File: src/rtl/me_pp_pkg.sv
// rtl/me_pp_pkg.sv - shared widths, access-width encodings and FSM states for the ME stage
package me_pp_pkg;

  localparam int DATA_WIDTH          = 32;
  localparam int REG_FILE_ADDR_WIDTH = 5;

  // One-hot access width carried from EX.
  localparam logic [2:0] WHB_WORD = 3'b100;
  localparam logic [2:0] WHB_HALF = 3'b010;
  localparam logic [2:0] WHB_BYTE = 3'b001;

  typedef enum logic {
    ME_IDLE   = 1'b0,
    ME_ACCESS = 1'b1
  } me_state_e;

  // True when the byte address is not naturally aligned for the access width.
  function automatic logic is_misaligned(input logic [2:0] whb, input logic [1:0] addr_lo);
    return ((whb == WHB_HALF) && addr_lo[0]) || ((whb == WHB_WORD) && (addr_lo != 2'b00));
  endfunction

endpackage

File: src/rtl/me_lane_align.sv
// rtl/me_lane_align.sv - byte-lane enables, store replication and load shift/extend
// Ports:
//   whb        one-hot access width (word/half/byte)
//   addr_lo    low two bits of the byte address
//   sign_ext   1 = sign-extend the load result
//   store_data LSB-justified store data
//   rdata      raw bus read word
//   be         byte enables for the bus
//   wdata      lane-replicated store data
//   load_data  shifted and extended load result
module me_lane_align
  import me_pp_pkg::*;
(
  input  logic [2:0]            whb,
  input  logic [1:0]            addr_lo,
  input  logic                  sign_ext,
  input  logic [DATA_WIDTH-1:0] store_data,
  input  logic [DATA_WIDTH-1:0] rdata,
  output logic [3:0]            be,
  output logic [DATA_WIDTH-1:0] wdata,
  output logic [DATA_WIDTH-1:0] load_data
);

  logic [1:0]            offset;
  logic [DATA_WIDTH-1:0] shifted;

  always_comb begin
    offset    = 2'b00;
    be        = 4'b0000;
    wdata     = '0;
    load_data = '0;
    // Offset is aligned down to the access width, so untrapped misaligned
    // accesses use the same lanes as their aligned-down address.
    case (whb)
      WHB_BYTE: begin
        offset = addr_lo;
        be     = 4'b0001 << addr_lo;
        wdata  = {4{store_data[7:0]}};
      end
      WHB_HALF: begin
        offset = {addr_lo[1], 1'b0};
        be     = 4'b0011 << {addr_lo[1], 1'b0};
        wdata  = {2{store_data[15:0]}};
      end
      WHB_WORD: begin
        offset = 2'b00;
        be     = 4'b1111;
        wdata  = store_data;
      end
      default: ;
    endcase
    shifted = rdata >> {offset, 3'b000};
    case (whb)
      WHB_BYTE: load_data = {{(DATA_WIDTH-8){sign_ext & shifted[7]}}, shifted[7:0]};
      WHB_HALF: load_data = {{(DATA_WIDTH-16){sign_ext & shifted[15]}}, shifted[15:0]};
      WHB_WORD: load_data = shifted;
      default:  load_data = '0;
    endcase
  end

endmodule

File: src/rtl/me_pp.sv
// rtl/me_pp.sv - memory-access pipeline stage with req/ack data bus, timeout abort and forwarding
// Optional feature: define ME_MISALIGN_TRAP_EN to trap misaligned half/word accesses
// instead of issuing them aligned-down.
// Ports:
//   clk, _rst                      clock, asynchronous active-low reset
//   *_in                           EX->ME bundle, captured when stall is low
//   stall                          holds IF/ID/EX while a bus access is outstanding
//   dbus_req/we/addr/be/wdata      data-bus request, held stable until dbus_ack
//   dbus_rdata, dbus_ack           read data and same-cycle completion
//   bus_err                        one-cycle pulse when an access times out
//   misalign_exc                   misaligned access trapped (0 unless ME_MISALIGN_TRAP_EN)
//   reg_w_en_out, rd_addr_out, wb_data     WB write port
//   pb_reg_w_en, pb_rd_addr, pb_reg_data   forwarding copies of the WB port
//   pb_data_valid                  0 while the forwarded value is a pending load
module me_pp
  import me_pp_pkg::*;
#(
  parameter int TIMEOUT_CYCLES = 16,
  parameter int CNT_W          = 5
) (
  input  logic                           clk,
  input  logic                           _rst,
  input  logic                           reg_w_en_in,
  input  logic [REG_FILE_ADDR_WIDTH-1:0] rd_addr_in,
  input  logic                           mem_r_en_in,
  input  logic                           mem_w_en_in,
  input  logic [2:0]                     mem_sign_in,
  input  logic [2:0]                     mem_whb_in,
  input  logic [DATA_WIDTH-1:0]          mem_data_in,
  input  logic                           sel_mem_res_in,
  input  logic [DATA_WIDTH-1:0]          res_in,
  output logic                           stall,
  output logic                           dbus_req,
  output logic                           dbus_we,
  output logic [DATA_WIDTH-1:0]          dbus_addr,
  output logic [3:0]                     dbus_be,
  output logic [DATA_WIDTH-1:0]          dbus_wdata,
  input  logic [DATA_WIDTH-1:0]          dbus_rdata,
  input  logic                           dbus_ack,
  output logic                           bus_err,
  output logic                           misalign_exc,
  output logic                           reg_w_en_out,
  output logic [REG_FILE_ADDR_WIDTH-1:0] rd_addr_out,
  output logic [DATA_WIDTH-1:0]          wb_data,
  output logic                           pb_reg_w_en,
  output logic [REG_FILE_ADDR_WIDTH-1:0] pb_rd_addr,
  output logic [DATA_WIDTH-1:0]          pb_reg_data,
  output logic                           pb_data_valid
);

  logic                           reg_w_en_q, mem_r_en_q, mem_w_en_q, sel_mem_res_q;
  logic [REG_FILE_ADDR_WIDTH-1:0] rd_addr_q;
  logic [2:0]                     mem_sign_q, mem_whb_q;
  logic [DATA_WIDTH-1:0]          mem_data_q, res_q;

  me_state_e        state_q, state_d;
  logic [CNT_W-1:0] wait_cnt_q, wait_cnt_d;
  logic             access, timeout, trap_in;

  logic [3:0]            be_raw;
  logic [DATA_WIDTH-1:0] wdata_raw, load_ext;

`ifdef ME_MISALIGN_TRAP_EN
  // Trap is decided on the incoming op so a trapped op never enters ACCESS.
  assign trap_in      = is_misaligned(mem_whb_in, res_in[1:0]);
  assign misalign_exc = (mem_r_en_q | mem_w_en_q) && is_misaligned(mem_whb_q, res_q[1:0]);
`else
  assign trap_in      = 1'b0;
  assign misalign_exc = 1'b0;
`endif

  always_ff @(posedge clk or negedge _rst) begin
    if (!_rst) begin
      reg_w_en_q    <= 1'b0;
      rd_addr_q     <= '0;
      mem_r_en_q    <= 1'b0;
      mem_w_en_q    <= 1'b0;
      mem_sign_q    <= '0;
      mem_whb_q     <= '0;
      mem_data_q    <= '0;
      sel_mem_res_q <= 1'b0;
      res_q         <= '0;
      state_q       <= ME_IDLE;
      wait_cnt_q    <= '0;
    end else begin
      state_q    <= state_d;
      wait_cnt_q <= wait_cnt_d;
      if (!stall) begin
        reg_w_en_q    <= reg_w_en_in;
        rd_addr_q     <= rd_addr_in;
        mem_r_en_q    <= mem_r_en_in;
        mem_w_en_q    <= mem_w_en_in;
        mem_sign_q    <= mem_sign_in;
        mem_whb_q     <= mem_whb_in;
        mem_data_q    <= mem_data_in;
        sel_mem_res_q <= sel_mem_res_in;
        res_q         <= res_in;
      end
    end
  end

  me_lane_align u_lane_align (
    .whb        (mem_whb_q),
    .addr_lo    (res_q[1:0]),
    .sign_ext   (|mem_sign_q),
    .store_data (mem_data_q),
    .rdata      (dbus_rdata),
    .be         (be_raw),
    .wdata      (wdata_raw),
    .load_data  (load_ext)
  );

  always_comb begin
    state_d      = state_q;
    wait_cnt_d   = '0;
    access       = (state_q == ME_ACCESS);
    // An ack arriving on the last allowed cycle wins over the abort.
    timeout      = access && (wait_cnt_q == CNT_W'(TIMEOUT_CYCLES - 1)) && !dbus_ack;
    stall        = access && !dbus_ack && !timeout;
    bus_err      = timeout;
    dbus_req     = access;
    dbus_we      = access && mem_w_en_q;
    dbus_addr    = access ? {res_q[DATA_WIDTH-1:2], 2'b00} : '0;
    dbus_be      = access ? be_raw : 4'b0000;
    dbus_wdata   = (access && mem_w_en_q) ? wdata_raw : '0;
    reg_w_en_out = reg_w_en_q && !stall && !bus_err && !misalign_exc;
    rd_addr_out  = rd_addr_q;
    wb_data      = sel_mem_res_q ? load_ext : res_q;
    if (stall) begin
      wait_cnt_d = wait_cnt_q + 1'b1;
    end else begin
      // Next op is captured this edge; a mem op goes straight to ACCESS with no idle bubble.
      state_d = ((mem_r_en_in | mem_w_en_in) && !trap_in) ? ME_ACCESS : ME_IDLE;
    end
    pb_reg_w_en   = reg_w_en_out;
    pb_rd_addr    = rd_addr_out;
    pb_reg_data   = wb_data;
    pb_data_valid = !(access && mem_r_en_q && !dbus_ack);
  end

endmodule

File: config.mk
export PLATFORM = sky130hd
export DESIGN_NAME = me_pp
export DESIGN_NICKNAME = d
export VERILOG_FILES = /design/src/rtl/me_pp_pkg.sv /design/src/rtl/me_lane_align.sv /design/src/rtl/me_pp.sv
export SDC_FILE = /design/constraint.sdc
export NUM_CORES = 1
export LEC_CHECK = 0
export BUFFER_PORTS_ARGS = -buffer_cell sky130_fd_sc_hd__buf_2
export CAP_MARGIN = 20
export CORE_MARGIN = 2
export CORE_UTILIZATION = 49
export DETAILED_ROUTE_END_ITERATION = 12
export GPL_TIMING_DRIVEN = 0
export PLACE_DENSITY = 0.89
export SLEW_MARGIN = 20
export SYNTH_ARGS = -nofsm -noshare
export SYNTH_HDL_FRONTEND = slang
export SYNTH_HIERARCHICAL = 1
export SYNTH_SLANG_ARGS = --single-unit
File: constraint.sdc
create_clock -name clk -period 3.1 [get_ports clk]
set_input_delay 0.62 -clock clk [delete_from_list [all_inputs] [get_ports clk]]
set_output_delay 0.62 -clock clk [all_outputs]
set_load 0.02 [all_outputs]
# Yosys cells after proc, flatten, opt, wreduce, memory -nomap -nowiden
# Index checks and enable logic that the tools add are counted.
# word_totals
reg_bits	85
input_bits	114
out_inout_bits	150
word_cells	46
# op_classes
addsub	1
eq_ne	4
n_shift	3
n_mux	10
bitwise_logic	3
n_reduce_logical	14
# op_table
cell	count
$pmux 32 s3	2
$mux 32	3
$shr 32x5->32	1
$pmux 4 s3	1
$logic_and 1x1->1	9
$add 5x1->5 const B	1
$eq 5x4->1 const B	1
$mux 5	1
$logic_not 1->1	4
$mux 4	1
$pmux 2 s2	1
$shl 1x2->4 const A	1
$shl 2x2->4 const A	1
$eq 3x1->1 const B	1
$eq 3x2->1 const B	1
$eq 3x3->1 const B	1
$reduce_or 3->1	1
$and 1x1->1	2
$mux 1	1
$or 1x1->1	1

# Logic depth before layout (Yosys ltp)
# Gate-level depths: netlist of run 1.
# logic_depth
ltp_word	8
mapped_depth	9
ltp_nobuf	6

# Hierarchy
# Netlist of run 1, hierarchy kept.
# by_module_without_submodules
module	n_inst	cells_per_inst	area_per_inst_um2	seq_area_each_um2
me_pp	1	349	4693.3	2127.0
me_lane_align	1	189	1410.1	0.0

# Worst setup path after synthesis of run 1
# OpenSTA, ideal clock, no wires.
# synth_path
path_type	register to output
startpoint	reg mem_sign_q[1]
endpoint	out wb_data[19]
arrival_ps	2087
t_required_ps	2480
path_slack_ps	393
stages_incl_launch_ff	8
path_cell_list	dfrtp_1 > or3_1 > nand4bb_1 > clkbuf_1 > buf_1 > o211ai_2 > mux2_2 > buf_4
# synth_between
elab_chain_cells	4
elab_cells_between_ends	5
cone_classes	mux: 2; bitwise: 2; reduce/logical: 1
# synth_lines
item	line	rtl
start: declaration	me_pp.sv:53	logic [2:0] mem_sign_q, mem_whb_q;
start signal: assignment	me_pp.sv:93	mem_sign_q <= mem_sign_in;
$reduce_or 3->1 (*)	me_pp.sv:105	.sign_ext (|mem_sign_q),
$and 1x1->1 (on tied branches)	me_lane_align.sv:55, me_lane_align.sv:54	
$pmux 32 s3 (*)	me_lane_align.sv:53	case (whb)
named net load_ext[19]	me_pp.sv:61	logic [DATA_WIDTH-1:0] wdata_raw, load_ext;
$mux 32 (*)	me_pp.sv:128	wb_data = sel_mem_res_q ? load_ext : res_q;
end: declaration	me_pp.sv:44	output logic [DATA_WIDTH-1:0] wb_data,
# The timed path passes the listed nets; every way through them passes the cells marked *.

# Final worst setup path of run 1
# layout_path
startpoint	reg mem_whb_q[0]
endpoint	out wb_data[13]
# layout_between
elab_chain_cells	6
elab_cells_between_ends	8
cone_classes	eq/ne: 3; shift: 1; mux: 3; bitwise: 1
# layout_lines
item	line	rtl
start: declaration	me_pp.sv:53	
start signal: assignment	me_pp.sv:94	mem_whb_q <= mem_whb_in;
$eq 3x2->1 / $eq 3x1->1 (equally long branches)	me_lane_align.sv:34, me_lane_align.sv:53	
$pmux 2 s2	me_lane_align.sv:34	case (whb)
$shr 32x5->32	me_lane_align.sv:52	shifted = rdata >> {offset, 3'b000};
$and 1x1->1	me_lane_align.sv:54	WHB_BYTE: load_data = {{(DATA_WIDTH-8){sign_ext & shifted[7]}}, shifted[7:0]};
$pmux 32 s3 (*)	me_lane_align.sv:53	
named net load_ext[13]	me_pp.sv:61	
$mux 32 (*)	me_pp.sv:128	
# Marks and branches as above.

==> flow_metrics.env, run 1 <==
export IMPL_critPathCaptureType="output port"
export IMPL_start_kind="flip-flop"
export IMPL_grtUsageMet3_pct=6.276
export IMPL_layout_common_cells="buf_2, mux2_4, dfrtp_1"
export IMPL_die_h_microns=115.6
export IMPL_portBuffers=260
export IMPL_clk_latency_ns=0.35
export IMPL_hold_class="input pin to asynchronous set/reset pin"
export IMPL_vdd_drop_max_mv=0.4266
export IMPL_postCtsHoldBufs=0
export IMPL_drt_wl_total_mm=19.37
export IMPL_synthCells=538
export IMPL_synth_seq_cells=85
export IMPL_initial_core_util_pct=50.60
export IMPL_yosysTopAreaCellShare_pct=34.85
export IMPL_cp_required_ns=2.48
export IMPL_netlist_top_cells_area="dfrtp_1, mux2_4, mux2_2"
export IMPL_clk_pin_slew_ns=0.07
export IMPL_post_route_min_period_ns=3.182
export IMPL_grt_usage_pct=27.41
export IMPL_synthToLayoutAreaGrowth_pct=37.25
export IMPL_cts_made_buffers=9
export IMPL_use_met1_pct=36.64
export IMPL_crit_reg2reg_capture="mem_data_q[12]"
export IMPL_power_density_nw_per_um2=502.8
export IMPL_drt_iter0_drc=513
export IMPL_finalMaxSlewViolations=0
export IMPL_max_cap_violations=0
export IMPL_cts_tree="yes"
export IMPL_grt_pass1_vias=5259
export IMPL_multi_input_area_sq_um=3466
export IMPL_fin_crit_sh_pct=102.7
export IMPL_cts_root_buffer_cell="clkbuf_16"
export IMPL_synth_top_cell_by_area="dfrtp_1"
export IMPL_htreeDepth=3
export IMPL_grt_util_met2_pct=43.00
export IMPL_timing_rr_start="wait_cnt_q[0]"
export IMPL_cts_sinks=85
export IMPL_ys_seq_area_share_pct=34.85
export IMPL_rows=40
export IMPL_layout_commonest_cell="buf_2"
export IMPL_violations="negative setup slack"
export IMPL_max_slew_margin_rel_pct=50.82
export IMPL_clock_path_buffers=2
export IMPL_globalplace_congestion=0.9714
export IMPL_rsz0062_at_grt="yes"
export IMPL_synth_cell_types=48
export IMPL_drc=0
export IMPL_grt_max_degree=48
export IMPL_r2r_setup_slack_ns=0.78
export IMPL_setup_viol=19
export IMPL_worstMarginPinSlew_ns=0.7377
export IMPL_outcome="finished, violations left"
export IMPL_detailed_place_area_sq_um=7652
export IMPL_drive_gt1_share_pct=61.42
export IMPL_core_sq_um=12060
export IMPL_path_class="flip-flop to output port"
export IMPL_antenna_found_initial=1
export IMPL_via_per_inst=5.502
export IMPL_ant_nets=0
export IMPL_grt_ovfl_total=0
export IMPL_finClkSkew_ns=0.007593
export IMPL_nFillCells=904
export IMPL_max_freq_mhz=314.3
export IMPL_crit_fanout=7
export IMPL_seqCellArea_sq_um=2130
export IMPL_worst_slack_ns=-0.08217
export IMPL_dp_slack_ns=0.04249
export IMPL_p_leak_nw=4.475
export IMPL_critPathArrivalTime_ns=2.56
export IMPL_grt_pass1_wl_mm=27.85
export IMPL_grt_busiest_layer="met2"
export IMPL_n_antenna_cell=0
export IMPL_yosysWarnings=6
export IMPL_syn_area_sq_um=6103
export IMPL_finalInstanceArea_sq_um=8377
export IMPL_vias=5502
export IMPL_hold_viol_final=0
export IMPL_die_area_sq_um=13360
export IMPL_reg2reg_depth=8
export IMPL_nets=943
export IMPL_ios=264
export IMPL_routedWlPerCell_microns=19.37
export IMPL_postLayoutCoreUtil_pct=69.45
export IMPL_drt_pass1_iter_count=5
export IMPL_syn_area_per_cell_sq_um=11.34
export IMPL_die_x_microns=115.6
export IMPL_dp_hpwl_mm=14.39
[stage by stage]
stage | TNS, ns | hold WS [ns] | total power [mW] | cells
detailed placement | 0 | 0.4584 | 2.989 | 969
finish | -0.6692 | 0.2449 | 4.212 | 1000
global placement | 0 | 0.4536 | 2.953 | 968
floorplan | 0 | 0.3244 | 2.469 | 540
CTS | -0.5087 | 0.2488 | 4.101 | 996
global route | -2.680 | 0.2888 | 4.401 | 1000
[final cells by class]
type,count,share of cell area (%)
Timing Repair Buffer,278,18.89
Clock buffer,9,2.689
Multi-Input combinational cell,366,41.37
Tap cell,168,2.509
Clock inverter,7,0.6572
Buffer,84,8.260
Sequential cell,85,25.42
Inverter,3,0.1942
[worst max-delay path: stages, from the launching register on]
cell and delay [ns]:
dfrtp_1 0.40, buf_6 0.15, and4bb_4 0.22, buf_4 0.13
nor3_2 0.47, a22oi_1 0.21, o22ai_1 0.16, mux2_4 0.19
buf_4 0.11, buf_2 0.17
[layer usage]
| metal | wire length (microns) | vias up |
|---|---|---|
| met5 | 7 | - |
| met2 | 9354 | 329 |
| met1 | 7826 | 2657 |
| li1 | - | 2459 |
| met3 | 1519 | 55 |
| met4 | 665 | 2 |
[sequential cells by signal, indices dropped and copies added, names as in the netlist, 3 cells and up]
register and flops:
pb_rd_addr 5, mem_whb_q 3, wait_cnt_q 5, mem_sign_q 3, res_q 32, mem_data_q 32
[cell usage after synthesis, drive strengths merged]
| cell | count |
|---|---|
| nor3b | 1 |
| nor4bb | 2 |
| and2 | 52 |
| buf | 64 |
| and4bb | 1 |
| a22oi | 23 |
| nor3 | 1 |
| conb | 1 |
| mux2 | 120 |
| or3 | 2 |
| nand4bb | 2 |
| nor4b | 1 |
| nand2b | 4 |
| xnor2 | 2 |
| clkinv | 1 |
| inv | 2 |
| dfrtp | 85 |
| o21ba | 1 |
| or2 | 1 |
| nand2 | 41 |
| clkbuf | 22 |
| and3 | 33 |
| ha | 2 |
| o211ai | 16 |
| xor2 | 1 |
| mux4 | 7 |
| and2b | 2 |
| nor2b | 4 |
| or3b | 1 |
| a21oi | 2 |
| or4 | 1 |
| o21bai | 1 |
| mux2i | 2 |
| o21ai | 19 |
| a211o | 1 |
| nand3 | 3 |
| nor2 | 5 |
| o22ai | 9 |
[kinds of logic after synthesis]
kind of cell    Yosys count  share of synthesized area, %
compound gates           72                         8.918
xor+xnor                  3                        0.4306
fa+ha+maj                 2                        0.4099
buf+inv                  89                         10.72
flops                    85                         34.85
mux                     129                         29.60
other cells               1                       0.06144
simple gates            157                         15.01
[how the worst max path moves through the flow]
stage                        startpoint     endpoint  slack, ns  cells past startpoint
final                      mem_whb_q[0]  wb_data[13]      -0.08                      9
after global routing       mem_whb_q[0]  wb_data[10]      -0.14                      9
after CTS                  mem_whb_q[1]   wb_data[6]      -0.06                      9
after detailed placement  mem_sign_q[1]  wb_data[19]       0.04                      8
after global placement    mem_sign_q[1]  wb_data[19]       0.10                      8
after floorplan           mem_sign_q[1]  wb_data[19]       0.39                      7
[power breakdown]
part	total (mW)	internal (mW)	leakage, nW	switching (mW)
registers	1.33	1.23	0.996	0.103
logic	1.84	0.901	3.34	0.941
clock network	1.04	0.554	0.139	0.488
[timing repair]
action / in CTS / in global routing
pin swaps: 8 / 1
cloned: 1 / 1
setup endpoints to repair: 58 / 59
setup buffers: 10 / 5
gates resized for setup: 26 / 70
Note: power is estimated with default switching activity, not from simulation.
==> inputs of run 2 (changes only) <==
CORE_UTILIZATION = 35   (was 49)
PLACE_DENSITY = 0.73   (was 0.89)
SYNTH_HIERARCHICAL = unset   (was 1)
clock period = 2.8 ns   (was 3.1 ns; I/O delays follow)
==> run 2 against run 1 <==
  * The flow still finishes with violations (negative setup slack)
  * Register-to-register slack got worse by 0.48 ns
  * Hold slack got worse by 0.15 ns
  * Sequential share of layout area grew 0.23 points
  * Clock-buffer cell count rose by 1
  * Flip-flop and latch count unchanged
==> flow_metrics.env, run 2 <==
export IMPL_grt_pass1_wl_mm=31.18
export IMPL_cp_required_ns=2.24
export IMPL_drc=0
export IMPL_die_area_sq_um=16660
export IMPL_netlist_top_cells_area="dfrtp_1, nand2_1, buf_4"
export IMPL_cts_tree="yes"
export IMPL_cts_made_buffers=9
export IMPL_layout_commonest_cell="nand2_1"
export IMPL_drt_iter0_drc=551
export IMPL_cts_root_buffer_cell="clkbuf_16"
export IMPL_initial_core_util_pct=35.88
export IMPL_drive_gt1_share_pct=44.48
export IMPL_max_slew_margin_rel_pct=53.20
export IMPL_violations="negative setup slack"
export IMPL_critPathCaptureType="output port"
export IMPL_finalMaxSlewViolations=0
export IMPL_drt_pass1_iter_count=8
export IMPL_max_cap_violations=0
export IMPL_grt_usage_pct=24.79
export IMPL_fin_cells=1191
export IMPL_hold_class="input pin to asynchronous set/reset pin"
export IMPL_max_freq_mhz=316.5
export IMPL_post_route_min_period_ns=3.160
export IMPL_power_total_mw=4.605
export IMPL_worst_slack_ns=-0.3598
export IMPL_ant_nets=0
export IMPL_die_h_microns=129.1
export IMPL_clk_latency_ns=0.35
export IMPL_slowest_stage="dfrtp_1"
export IMPL_ios=264
export IMPL_antenna_found_initial=4
export IMPL_fin_crit_sh_pct=112.9
export IMPL_yosysWarnings=0
export IMPL_rows=45
export IMPL_synthCells=672
export IMPL_dp_cells=1146
export IMPL_path_buf_inv=6
export IMPL_syn_area_per_cell_sq_um=8.146
export IMPL_routedWlPerCell_microns=18.45
export IMPL_yosysTopAreaCellShare_pct=38.86
export IMPL_grt_pass1_vias=5581
export IMPL_ys_seq_area_share_pct=38.86
export IMPL_drt_wl_total_mm=21.98
export IMPL_clock_path_buffers=2
export IMPL_power_density_nw_per_um2=554.2
export IMPL_critPathArrivalTime_ns=2.60
export IMPL_cts_sinks=85
export IMPL_finClkSkew_ns=0.006613
export IMPL_path_cells="buf_6 > nor4bb_4 > buf_6 > mux2_4 > mux2i_4 > buf_6 > o211ai_1 > buf_4 > buf_6 > buf_6"
export IMPL_synth_most_common_cell="nand2_1"
export IMPL_globalplace_congestion=0.9394
export IMPL_grt_ovfl_total=0
export IMPL_start_kind="flip-flop"
export IMPL_crit_fanout=8
export IMPL_largestRegisters="mem_data_q: 32 flops, res_q: 32 flops"
export IMPL_htreeDepth=3
export IMPL_syn_area_sq_um=5474
export IMPL_cpMostUsedCell="buf_6"
export IMPL_core_sq_um=15260
export IMPL_synth_seq_cells=85
export IMPL_postCtsHoldBufs=0
export IMPL_synthToLayoutAreaGrowth_pct=51.77
export IMPL_portBuffers=260
export IMPL_rsz0062_at_grt="yes"
export IMPL_synth_top_cell_by_area="dfrtp_1"
export IMPL_worstMarginPinSlew_ns=0.7020
export IMPL_cp_slowest_stage_delay_ns=0.38
export IMPL_clk_pin_slew_ns=0.07
export IMPL_dp_hpwl_mm=15.96
export IMPL_outcome="finished, violations left"
export IMPL_synth_edf_count=0
export IMPL_async_flop_share_pct=100.0
export IMPL_yosys_most_used_dff="dfrtp_1"
export IMPL_hold_viol_final=0
export IMPL_via_per_inst=5.128
export IMPL_grt_max_degree=55
export IMPL_layout_common_cells="nand2_1, buf_2, dfrtp_1"
export IMPL_vdd_drop_max_mv=0.3259
export IMPL_p_leak_nw=4.353
export IMPL_vias=6107
export IMPL_die_x_microns=129.1
export IMPL_path_class="flip-flop to output port"
export IMPL_nets=1089
export IMPL_setup_viol=62
export IMPL_critPathTopFamily="buffers and inverters"
export IMPL_synth_cell_types=50
export IMPL_synthTopCellsByCount="nand2_1, dfrtp_1, buf_4, clkbuf_1, a22oi_1"
-- run 2: report_power, final --
part           internal [mW]  switching, mW
combinational          0.877           1.07
sequential              1.35          0.135
clock                  0.632          0.541
total                   2.86           1.75
-- run 2: what timing repair did --
item	in CTS	in global routing
cloned	2	0
gates resized for setup	100	95
buffers inserted	18	11
endpoints found under the setup margin	94	83
pin swaps	13	14
-- run 2: final cells by class --
cell class                      instances  area [sq um]
Tap cell                              211         264.0
Fill cell                            1423          6950
Sequential cell                        85          2131
Multi-Input combinational cell        492          3131
Inverter                                4         17.52
Antenna cell                            2         5.005
Buffer                                 89         636.9
Clock buffer                           10         239.0
Clock inverter                          6         46.29
Timing Repair Buffer                  292          1838
-- run 2: per-layer routing --
metal	part of all wire (%)	GRT usage (%)	wire length [microns]	up-vias
met5	0.059	0	13	-
li1	-	-	-	2833
met3	7.5	5.078	1646	63
met2	47	38.19	10400	309
met4	3.6	10.04	801	2
met1	41	34.29	9114	2900
-- run 2: through the flow --
stage	cell area [sq um]	hold slack, ns	setup TNS, ns	setup WS (ns)	utilization (%)
floorplan	5493	0.2644	-0.07849	-0.02616	-
global placement	7058	0.4434	-6.707	-0.2951	46.26
detailed placement	7092	0.4493	-7.933	-0.3188	46.48
CTS	7864	0.09759	-12.81	-0.3112	51.54
global route	8308	0.1011	-20.07	-0.4201	54.45
finish	8308	0.09274	-14.77	-0.3598	54.45
-- run 2: logic make-up after synthesis --
logic type      Yosys count  synth area share, %
simple gates            347                27.54
fa+ha+maj                 2               0.4571
compound gates          113                16.34
flops                    85                38.86
other cells               1              0.06851
mux                      23                5.851
xor+xnor                  4               0.9830
buf+inv                  97                9.897
-- run 2: worst paths after layout --
path                       slack, ns  depth (start not counted)        endpoint           from
max                            -0.36                         10     wb_data[31]   mem_whb_q[1]
min                             0.09                          1  mem_data_q[18]           _rst
max reg2reg                     0.30                          8      mem_w_en_q  wait_cnt_q[0]
min reg2reg                     0.47                          2      reg_w_en_q     reg_w_en_q
max in group asynchronous       2.09                          2   sel_mem_res_q           _rst
min in group clk                0.41                          3        res_q[8]      res_in[8]
